`src/rtl/default_slave_pkg.sv`:
```
`default_nettype none
// ============================================================================
//  Module      : default_slave_pkg
//  Description : Shared AXI definitions: channel widths and response codes.
//  Revision    : 1.0 - initial release
// ============================================================================
package default_slave_pkg;

    localparam int unsigned AXI_ID_W    = 8;
    localparam int unsigned AXI_ADDR_W  = 32;
    localparam int unsigned AXI_DATA_W  = 32;
    localparam int unsigned AXI_LEN_W   = 4;
    localparam int unsigned AXI_SIZE_W  = 3;
    localparam int unsigned AXI_BURST_W = 2;
    localparam int unsigned AXI_RESP_W  = 2;
    localparam int unsigned AXI_STRB_W  = AXI_DATA_W / 8;

    localparam logic [AXI_RESP_W-1:0] RESP_OKAY   = 2'b00;
    localparam logic [AXI_RESP_W-1:0] RESP_DECERR = 2'b11;

endpackage : default_slave_pkg
`default_nettype wire

```
`src/rtl/default_slave.sv`:
```
`default_nettype none
// ============================================================================
//  Module      : default_slave
//  Description : AXI default slave for unmapped address space. Accepts every
//                write and read burst and answers it with DECERR. Write and
//                read paths are two independent FSMs; the read path has a
//                beat counter so exactly ARLEN+1 beats are returned.
//  Revision    : 1.0 - initial release
// ============================================================================
module default_slave
    import default_slave_pkg::*;
(
    input  logic                     ACLK,
    input  logic                     ARESETn,
    // Write address channel
    input  logic [AXI_ID_W-1:0]      AWID,
    input  logic [AXI_ADDR_W-1:0]    AWADDR,
    input  logic [AXI_LEN_W-1:0]     AWLEN,
    input  logic [AXI_SIZE_W-1:0]    AWSIZE,
    input  logic [AXI_BURST_W-1:0]   AWBURST,
    input  logic                     AWVALID,
    output logic                     AWREADY,
    // Write data channel
    input  logic [AXI_DATA_W-1:0]    WDATA,
    input  logic [AXI_STRB_W-1:0]    WSTRB,
    input  logic                     WLAST,
    input  logic                     WVALID,
    output logic                     WREADY,
    // Write response channel
    output logic [AXI_ID_W-1:0]      BID,
    output logic [AXI_RESP_W-1:0]    BRESP,
    output logic                     BVALID,
    input  logic                     BREADY,
    // Read address channel
    input  logic [AXI_ID_W-1:0]      ARID,
    input  logic [AXI_ADDR_W-1:0]    ARADDR,
    input  logic [AXI_LEN_W-1:0]     ARLEN,
    input  logic [AXI_SIZE_W-1:0]    ARSIZE,
    input  logic [AXI_BURST_W-1:0]   ARBURST,
    input  logic                     ARVALID,
    output logic                     ARREADY,
    // Read data channel
    output logic [AXI_ID_W-1:0]      RID,
    output logic [AXI_DATA_W-1:0]    RDATA,
    output logic [AXI_RESP_W-1:0]    RRESP,
    output logic                     RLAST,
    output logic                     RVALID,
    input  logic                     RREADY
);

    typedef enum logic [1:0] {
        W_IDLE = 2'd0,
        W_DATA = 2'd1,
        W_RESP = 2'd2
    } wstate_t;

    typedef enum logic [0:0] {
        R_IDLE = 1'b0,
        R_DATA = 1'b1
    } rstate_t;

    // ------------------------------------------------------------------
    // Write path state and registered outputs
    // ------------------------------------------------------------------
    wstate_t                 r_wstate;
    logic                    r_awready;
    logic                    r_wready;
    logic                    r_bvalid;
    logic [AXI_ID_W-1:0]     r_bid;
    logic [AXI_RESP_W-1:0]   r_bresp;

    // ------------------------------------------------------------------
    // Read path state, beat counter and registered outputs
    // ------------------------------------------------------------------
    rstate_t                 r_rstate;
    logic                    r_arready;
    logic                    r_rvalid;
    logic                    r_rlast;
    logic [AXI_ID_W-1:0]     r_rid;
    logic [AXI_RESP_W-1:0]   r_rresp;
    logic [AXI_LEN_W-1:0]    r_rlen;
    logic [AXI_LEN_W-1:0]    r_rcnt;

    // Address attributes and write payload are irrelevant to an error slave.
    logic                    w_unused;
    assign w_unused = ^{AWADDR, AWLEN, AWSIZE, AWBURST, WDATA, WSTRB,
                        ARADDR, ARSIZE, ARBURST};

    // Write FSM: accept AW, sink W beats until WLAST, then hold a DECERR B.
    // READY/VALID are registered so no input reaches an output combinationally;
    // AWREADY stays low during reset and rises on the first cycle after release.
    always_ff @(posedge ACLK) begin
        if (!ARESETn) begin
            r_wstate  <= W_IDLE;
            r_awready <= 1'b0;
            r_wready  <= 1'b0;
            r_bvalid  <= 1'b0;
            r_bid     <= '0;
            r_bresp   <= RESP_OKAY;
        end else begin
            case (r_wstate)
                W_IDLE: begin
                    r_awready <= 1'b1;
                    if (AWVALID && r_awready) begin
                        r_bid     <= AWID;
                        r_awready <= 1'b0;
                        r_wready  <= 1'b1;
                        r_wstate  <= W_DATA;
                    end
                end
                W_DATA: begin
                    if (WVALID && r_wready && WLAST) begin
                        r_wready <= 1'b0;
                        r_bvalid <= 1'b1;
                        r_bresp  <= RESP_DECERR;
                        r_wstate <= W_RESP;
                    end
                end
                W_RESP: begin
                    if (BREADY) begin
                        r_bvalid  <= 1'b0;
                        r_bresp   <= RESP_OKAY;
                        r_awready <= 1'b1;
                        r_wstate  <= W_IDLE;
                    end
                end
                default: begin
                    r_awready <= 1'b0;
                    r_wready  <= 1'b0;
                    r_bvalid  <= 1'b0;
                    r_bresp   <= RESP_OKAY;
                    r_wstate  <= W_IDLE;
                end
            endcase
        end
    end

    // Read FSM: accept AR, then stream ARLEN+1 zero-data DECERR beats.
    // RLAST is precomputed one cycle ahead so it is a pure register; the
    // counter stops on the last beat so ARLEN=15 never wraps.
    always_ff @(posedge ACLK) begin
        if (!ARESETn) begin
            r_rstate  <= R_IDLE;
            r_arready <= 1'b0;
            r_rvalid  <= 1'b0;
            r_rlast   <= 1'b0;
            r_rid     <= '0;
            r_rresp   <= RESP_OKAY;
            r_rlen    <= '0;
            r_rcnt    <= '0;
        end else begin
            case (r_rstate)
                R_IDLE: begin
                    r_arready <= 1'b1;
                    if (ARVALID && r_arready) begin
                        r_rid     <= ARID;
                        r_rlen    <= ARLEN;
                        r_rcnt    <= '0;
                        r_arready <= 1'b0;
                        r_rvalid  <= 1'b1;
                        r_rresp   <= RESP_DECERR;
                        r_rlast   <= (ARLEN == '0);
                        r_rstate  <= R_DATA;
                    end
                end
                R_DATA: begin
                    if (RREADY) begin
                        if (r_rlast) begin
                            r_rvalid  <= 1'b0;
                            r_rlast   <= 1'b0;
                            r_rresp   <= RESP_OKAY;
                            r_arready <= 1'b1;
                            r_rstate  <= R_IDLE;
                        end else begin
                            r_rcnt  <= r_rcnt + 4'd1;
                            r_rlast <= ((r_rcnt + 4'd1) == r_rlen);
                        end
                    end
                end
                default: begin
                    r_arready <= 1'b0;
                    r_rvalid  <= 1'b0;
                    r_rlast   <= 1'b0;
                    r_rresp   <= RESP_OKAY;
                    r_rstate  <= R_IDLE;
                end
            endcase
        end
    end

    assign AWREADY = r_awready;
    assign WREADY  = r_wready;
    assign BVALID  = r_bvalid;
    assign BID     = r_bid;
    assign BRESP   = r_bresp;

    assign ARREADY = r_arready;
    assign RVALID  = r_rvalid;
    assign RLAST   = r_rlast;
    assign RID     = r_rid;
    assign RRESP   = r_rresp;
    assign RDATA   = '0;

endmodule : default_slave
`default_nettype wire

```
`config.mk`:
```
export PLATFORM = sky130hd
export DESIGN_NAME = default_slave
export DESIGN_NICKNAME = d
export VERILOG_FILES = /design/src/rtl/default_slave_pkg.sv /design/src/rtl/default_slave.sv
export SDC_FILE = /design/constraint.sdc
export NUM_CORES = 1
export LEC_CHECK = 0
export BUFFER_PORTS_ARGS = -buffer_cell sky130_fd_sc_hd__buf_2
export CAP_MARGIN = 25
export CORE_MARGIN = 4
export CORE_UTILIZATION = 33
export CTS_CLUSTER_DIAMETER = 80
export DETAILED_ROUTE_END_ITERATION = 16
export GPL_ROUTABILITY_DRIVEN = 1
export PLACE_DENSITY = 0.8
export SYNTH_ARGS = -nofsm -noshare
export SYNTH_HDL_FRONTEND = slang
export SYNTH_SLANG_ARGS = --single-unit
```
`constraint.sdc`:
```
create_clock -name ACLK -period 1.45 [get_ports ACLK]
set_input_delay 0.2175 -clock ACLK [delete_from_list [all_inputs] [get_ports ACLK]]
set_output_delay 0.2175 -clock ACLK [all_outputs]
set_load 0.01 [all_outputs]
```
## Yosys cells after proc, flatten, opt, wreduce, memory -nomap -nowiden

Cells that the tools add are included.

| cells by class | value |
|---|---|
| add/subtract/negate cells | 1 |
| equality and inequality tests | 10 |
| multiplexer cells | 39 |
| bitwise logic cells | 4 |
| reductions and logical operators | 16 |

Operator list:

| kind | count |
|---|---|
| 1-bit two-way mux | 18 |
| 3-bit AND reduction | 5 |
| 2-bit two-way mux | 7 |
| 4-bit two-way mux | 3 |
| 2-bit inequality test (second input constant) | 6 |
| 2-bit one-hot mux with 3 select lines | 2 |
| 2-bit AND reduction | 5 |
| 1-bit one-hot mux with 3 select lines | 3 |
| 1-bit one-hot mux with 2 select lines | 4 |
| 4-bit one-hot mux with 2 select lines | 1 |
| 4-bit by 1-bit adder with 4-bit output (second input constant) | 1 |
| 4-bit == test | 1 |
| 1-bit logical AND | 4 |
| 4-bit zero test | 1 |
| 1-bit NOT | 4 |
| 2-bit one-hot mux with 2 select lines | 1 |
| 2-bit by 1-bit == test with 1-bit output (second input constant) | 1 |
| 2-bit == test (second input constant) | 1 |
| 2-bit zero test | 1 |
| 2-bit by 1-bit inequality test with 1-bit output (second input constant) | 1 |

| word-level totals | value |
|---|---|
| flip-flop bits (word level) | 37 |
| input port bits | 142 |
| output and inout bits | 58 |
| word-level logic and storage cells | 84 |

## Logic depth before layout (Yosys ltp)

| logic depth | value |
|---|---|
| depth in word-level cells | 5 |
| depth in mapped cells | 5 |
| gate-level depth less buffers | 5 |

## Least setup slack after synthesis

No wires, ideal clock.

| timing | value |
|---|---|
| kind | reg-to-reg |
| from | register r_rcnt[0] |
| to | register r_rlast (netlist: RLAST) |
| library setup time | 74 ps |
| arrival time | 1252 ps |
| required time | 1376 ps |
| slack | 124 ps |
| stages on the path, launching flop included | 6 |
| buffers on the path | 0 |
| clock period less this slack | 1326 ps |
| path through | dfxtp_1 > ha_1 > xor2_1 > nor4b_1 > nand3_1 > a31oi_1 |

| on the way | value |
|---|---|
| word-level cells in the longest chain between the ends | 5 |

RTL lines:

| what | RTL line | source |
|---|---|---|
| from (decl) | default_slave.sv:82 | `logic [AXI_LEN_W-1:0] r_rcnt;` |
| from (signal assigned) | default_slave.sv:175 | `r_rcnt <= r_rcnt + 4'd1;` |
| 4-bit by 1-bit adder with 4-bit output | default_slave.sv:176 | `r_rlast <= ((r_rcnt + 4'd1) == r_rlen);` |
| 4-bit == test | default_slave.sv:176 |  |
| 1-bit two-way mux | default_slave.sv:168 | `if (r_rlast) begin` |
| 1-bit two-way mux | default_slave.sv:167 | `if (RREADY) begin` |
| 1-bit one-hot mux with 2 select lines | default_slave.sv:152 | `case (r_rstate)` |
| to (signal assigned) | default_slave.sv:162 | `r_rlast <= (ARLEN == '0);` |
| to (signal assigned) | default_slave.sv:176 |  |
| to (decl) | default_slave.sv:78 | `logic r_rlast;` |

No other way between the ends. The select of a mux whose other input is x is not followed.
A chain may end at the register's enable or synchronous reset.

## Worst setup path after layout

Ends and elaborated chain as after synthesis.

==> impl_metrics.toml <==
[clock_network]
cts.sinks = 33
clockBufferDepth = 2
clkTransAtPathRegs_ns = 0.07
htreeDepth = 2
cts-root-buf = "clkbuf_8"
clock_latency_ns = 0.28
cts_tree = "yes"
cts_made_buffers = 5

[grt]
gr-total-overflow = 0
grt.total_usage_pct = 11.11
antenna_found_initial = 0
grt_first_pass_wirelength_um = 5533
grt_pass1_vias = 1243
grt_max_degree = 34

[hold_path]
worstHoldStart = "ARID[6]"
holdPathEnd = "RID[6]"
min_path_type = "in2reg"
hold_path_depth = 3

[sta]
drv_slew = 0
max_slew.worst_pin.slew_ns = 0.5069
hold_slack_ns = 0.1850
fmax_mhz = 736.7
slew_headroom_pct = 66.21
rsz0062_at_grt = "no"
final.period_utilization_pct = 93.61
setup_viol = 0
period_needed_ns = 1.357
tns_ns = 0
hold_viol = 0
finClkSkew_ns = 0.004158

[placement]
dp_cells = 303
dpl_cell_area_um2 = 1901
globalplace.congestion = 0.7634
io_buffers = 53
dp_hpwl_um = 2717

[finish]
final_cells = 311
drive_above_1_share_pct = 28.28
multiInputGateArea_um2 = 828.3
antenna_cells = 0
area_growth_pct = 16.68
num-nets-final = 386
fin_area_um2 = 1987
num-fill-cells = 480
seqCellArea_um2 = 660.6

[worst_setup_path]
cp.required_ns = 1.66
cp_max_fo = 2
start_kind = "register"
r2r_start = "r_rcnt[0]"
worst_r2r_endpoint = "RLAST"
arrival_ns = 1.57
r2r_slack_ns = 0.09
crit_path_end_kind = "register"
worstSetupPathType = "reg2reg"
r2r_cells = 5

[synthesis]
ys.flop_type = "dfxtp_1"
ys_async_sr_fraction_pct = 0
synth-seq-area-share_pct = 38.80
ys_warn_count = 0
synthMuxAreaShare_pct = 4.702
synthAdderAreaFrac_pct = 0.7348
synth-compound-area-share_pct = 12.64
syn_inst = 189
synth_top_family_by_area = "simple AND/OR/NAND/NOR gates"
avgSynthCellArea_um2 = 9.010
ys_ff_latch = 33
ys_types = 34
synth_edf_count = 0
synth_simple_gate_area_share_pct = 20.06
syn_area_um2 = 1703
synthXorXnorAreaFrac_pct = 3.086

[floorplanning]
ios = 200
num_rows = 25
die_y_um = 79.84
fp.dieArea_um2 = 6374
initial_core_util_pct = 35.12
core_um2 = 4848
die_w_um = 79.84

[routing]
num_vias = 1320
post_drt_wl_per_cell_um = 11.34
wl_um = 3528
drt.antenna.violating_nets = 0
route.detailed.drc = 0
drt_iter0_drc = 31
met2_length_um = 1713
dr.max_layer_used = "met4"
met3WireLength_um = 339
drt_first_pass_iters = 3
wl_met1_um = 1435
avgViaCountPerCell = 4.244

[power]
leakage_nw = 0.9191
finalPower_mw = 1.981
ir_drop_uv = 512.1
p_per_area_nw_per_um2 = 996.9

[status]
status = "finished, final reports clean"

[job]
cap_violations = 0
## cell usage in the layout (no fill, tap or decap), drive strengths merged, types with 3 or more instances in the layout
cell type / n
nand2: 31
a21oi: 4
xnor2: 4
nor2b: 12
buf: 60
nor2: 3
nand3: 5
dfxtp: 33
o21ai: 5
mux2i: 8
conb: 32
nand3b: 3
clkbuf: 8
a21boi: 16
## cell families (layout without fill, tap and decap cells)
group | after synthesis | in the layout
DFF | 33 | 33
AOI/OAI and AO/OA | 31 | 31
muxes | 8 | 8
xor gates and xnor gates | 6 | 6
and+or+nand+nor | 64 | 64
buffers and inverters | 45 | 69
adders and majority gates | 1 | 1
other | 1 | 32
## metrics by stage
stage / worst slack [ns] / utilization (%)
2_1_floorplan: 0.1242 / -
5_1_grt: 0.03489 / 40.98
6_report: 0.09266 / 40.98
3_3_place_gp: 0.04665 / 39.20
3_5_place_dp: 0.02069 / 39.20
4_1_cts: 0.004324 / 40.85
## flip-flops by register name, summed over array words and instances, names as in the netlist
register / cells
r_rcnt: 4
ARREADY: 1
BRESP: 1
r_rstate: 1
RLAST: 1
WREADY: 1
r_rlen: 4
r_wstate: 2
RID: 8
AWREADY: 1
BID: 8
RRESP: 1
## repair_timing
item | CTS | global route
gates resized for setup | 0 | 1
hold buffers | 0 | 0
buffers inserted | 0 | 0
setup endpoints to repair | 0 | 1
## metal layers
metal / track usage [%] / vias to the layer above
met2: 18.28 / 57
li1: - / 659
met5: 0 / -
met3: 3.725 / 2
met4: 5.068 / 0
met1: 13.00 / 602
## power breakdown
part,internal (mW),switching [mW]
registers,0.956,0.0385
clock network,0.341,0.311
logic,0.149,0.185
## final cells by class
type                    count  share of cell area [%]
flip-flops and latches     33                   33.25
clock buffers               8                   4.030
inverters                   1                  0.1889
repair buffers             60                   16.62
multi-input cells         142                   41.69
well taps                  67                   4.219
## how the worst max path moves through the flow
stage               endpoint  slack [ns]  cells after the start       from
floorplan              RLAST        0.12                      5  r_rcnt[0]
global placement       RLAST        0.05                      5  r_rcnt[0]
detailed placement     RLAST        0.02                      5  r_rcnt[0]
CTS                    RLAST       0.004                      5  r_rcnt[0]
global route           RLAST        0.03                      5  r_rcnt[0]
finish                 RLAST        0.09                      5  r_rcnt[0]
## synth_stat cells, types with 2 or more instances
cell / n / area [µm²]
buf_4: 38 / 285.3
dfxtp_1: 33 / 660.6
nand2_1: 31 / 116.4
a21boi_0: 15 / 112.6
nor2b_1: 12 / 75.07
mux2i_1: 8 / 80.08
nand3_1: 5 / 25.02
o21ai_0: 5 / 25.02
a21oi_1: 4 / 20.02
xnor2_1: 4 / 35.03
nand3b_1: 3 / 22.52
a31oi_1: 2 / 12.51
and3b_1: 2 / 17.52
buf_2: 2 / 10.01
clkbuf_1: 2 / 7.510
nor2_1: 2 / 7.510
nor3_1: 2 / 10.01
o211a_1: 2 / 20.02
xor2_1: 2 / 17.52
## critical path, cell delays in order, from the launching register on
cell and delay [ns]:
dfxtp_1 0.32, ha_1 0.32, xor2_1 0.16, nor4b_2 0.23, nand3_1 0.10, a31oi_1 0.16
No activity file was read; power rests on OpenSTA's default activity.
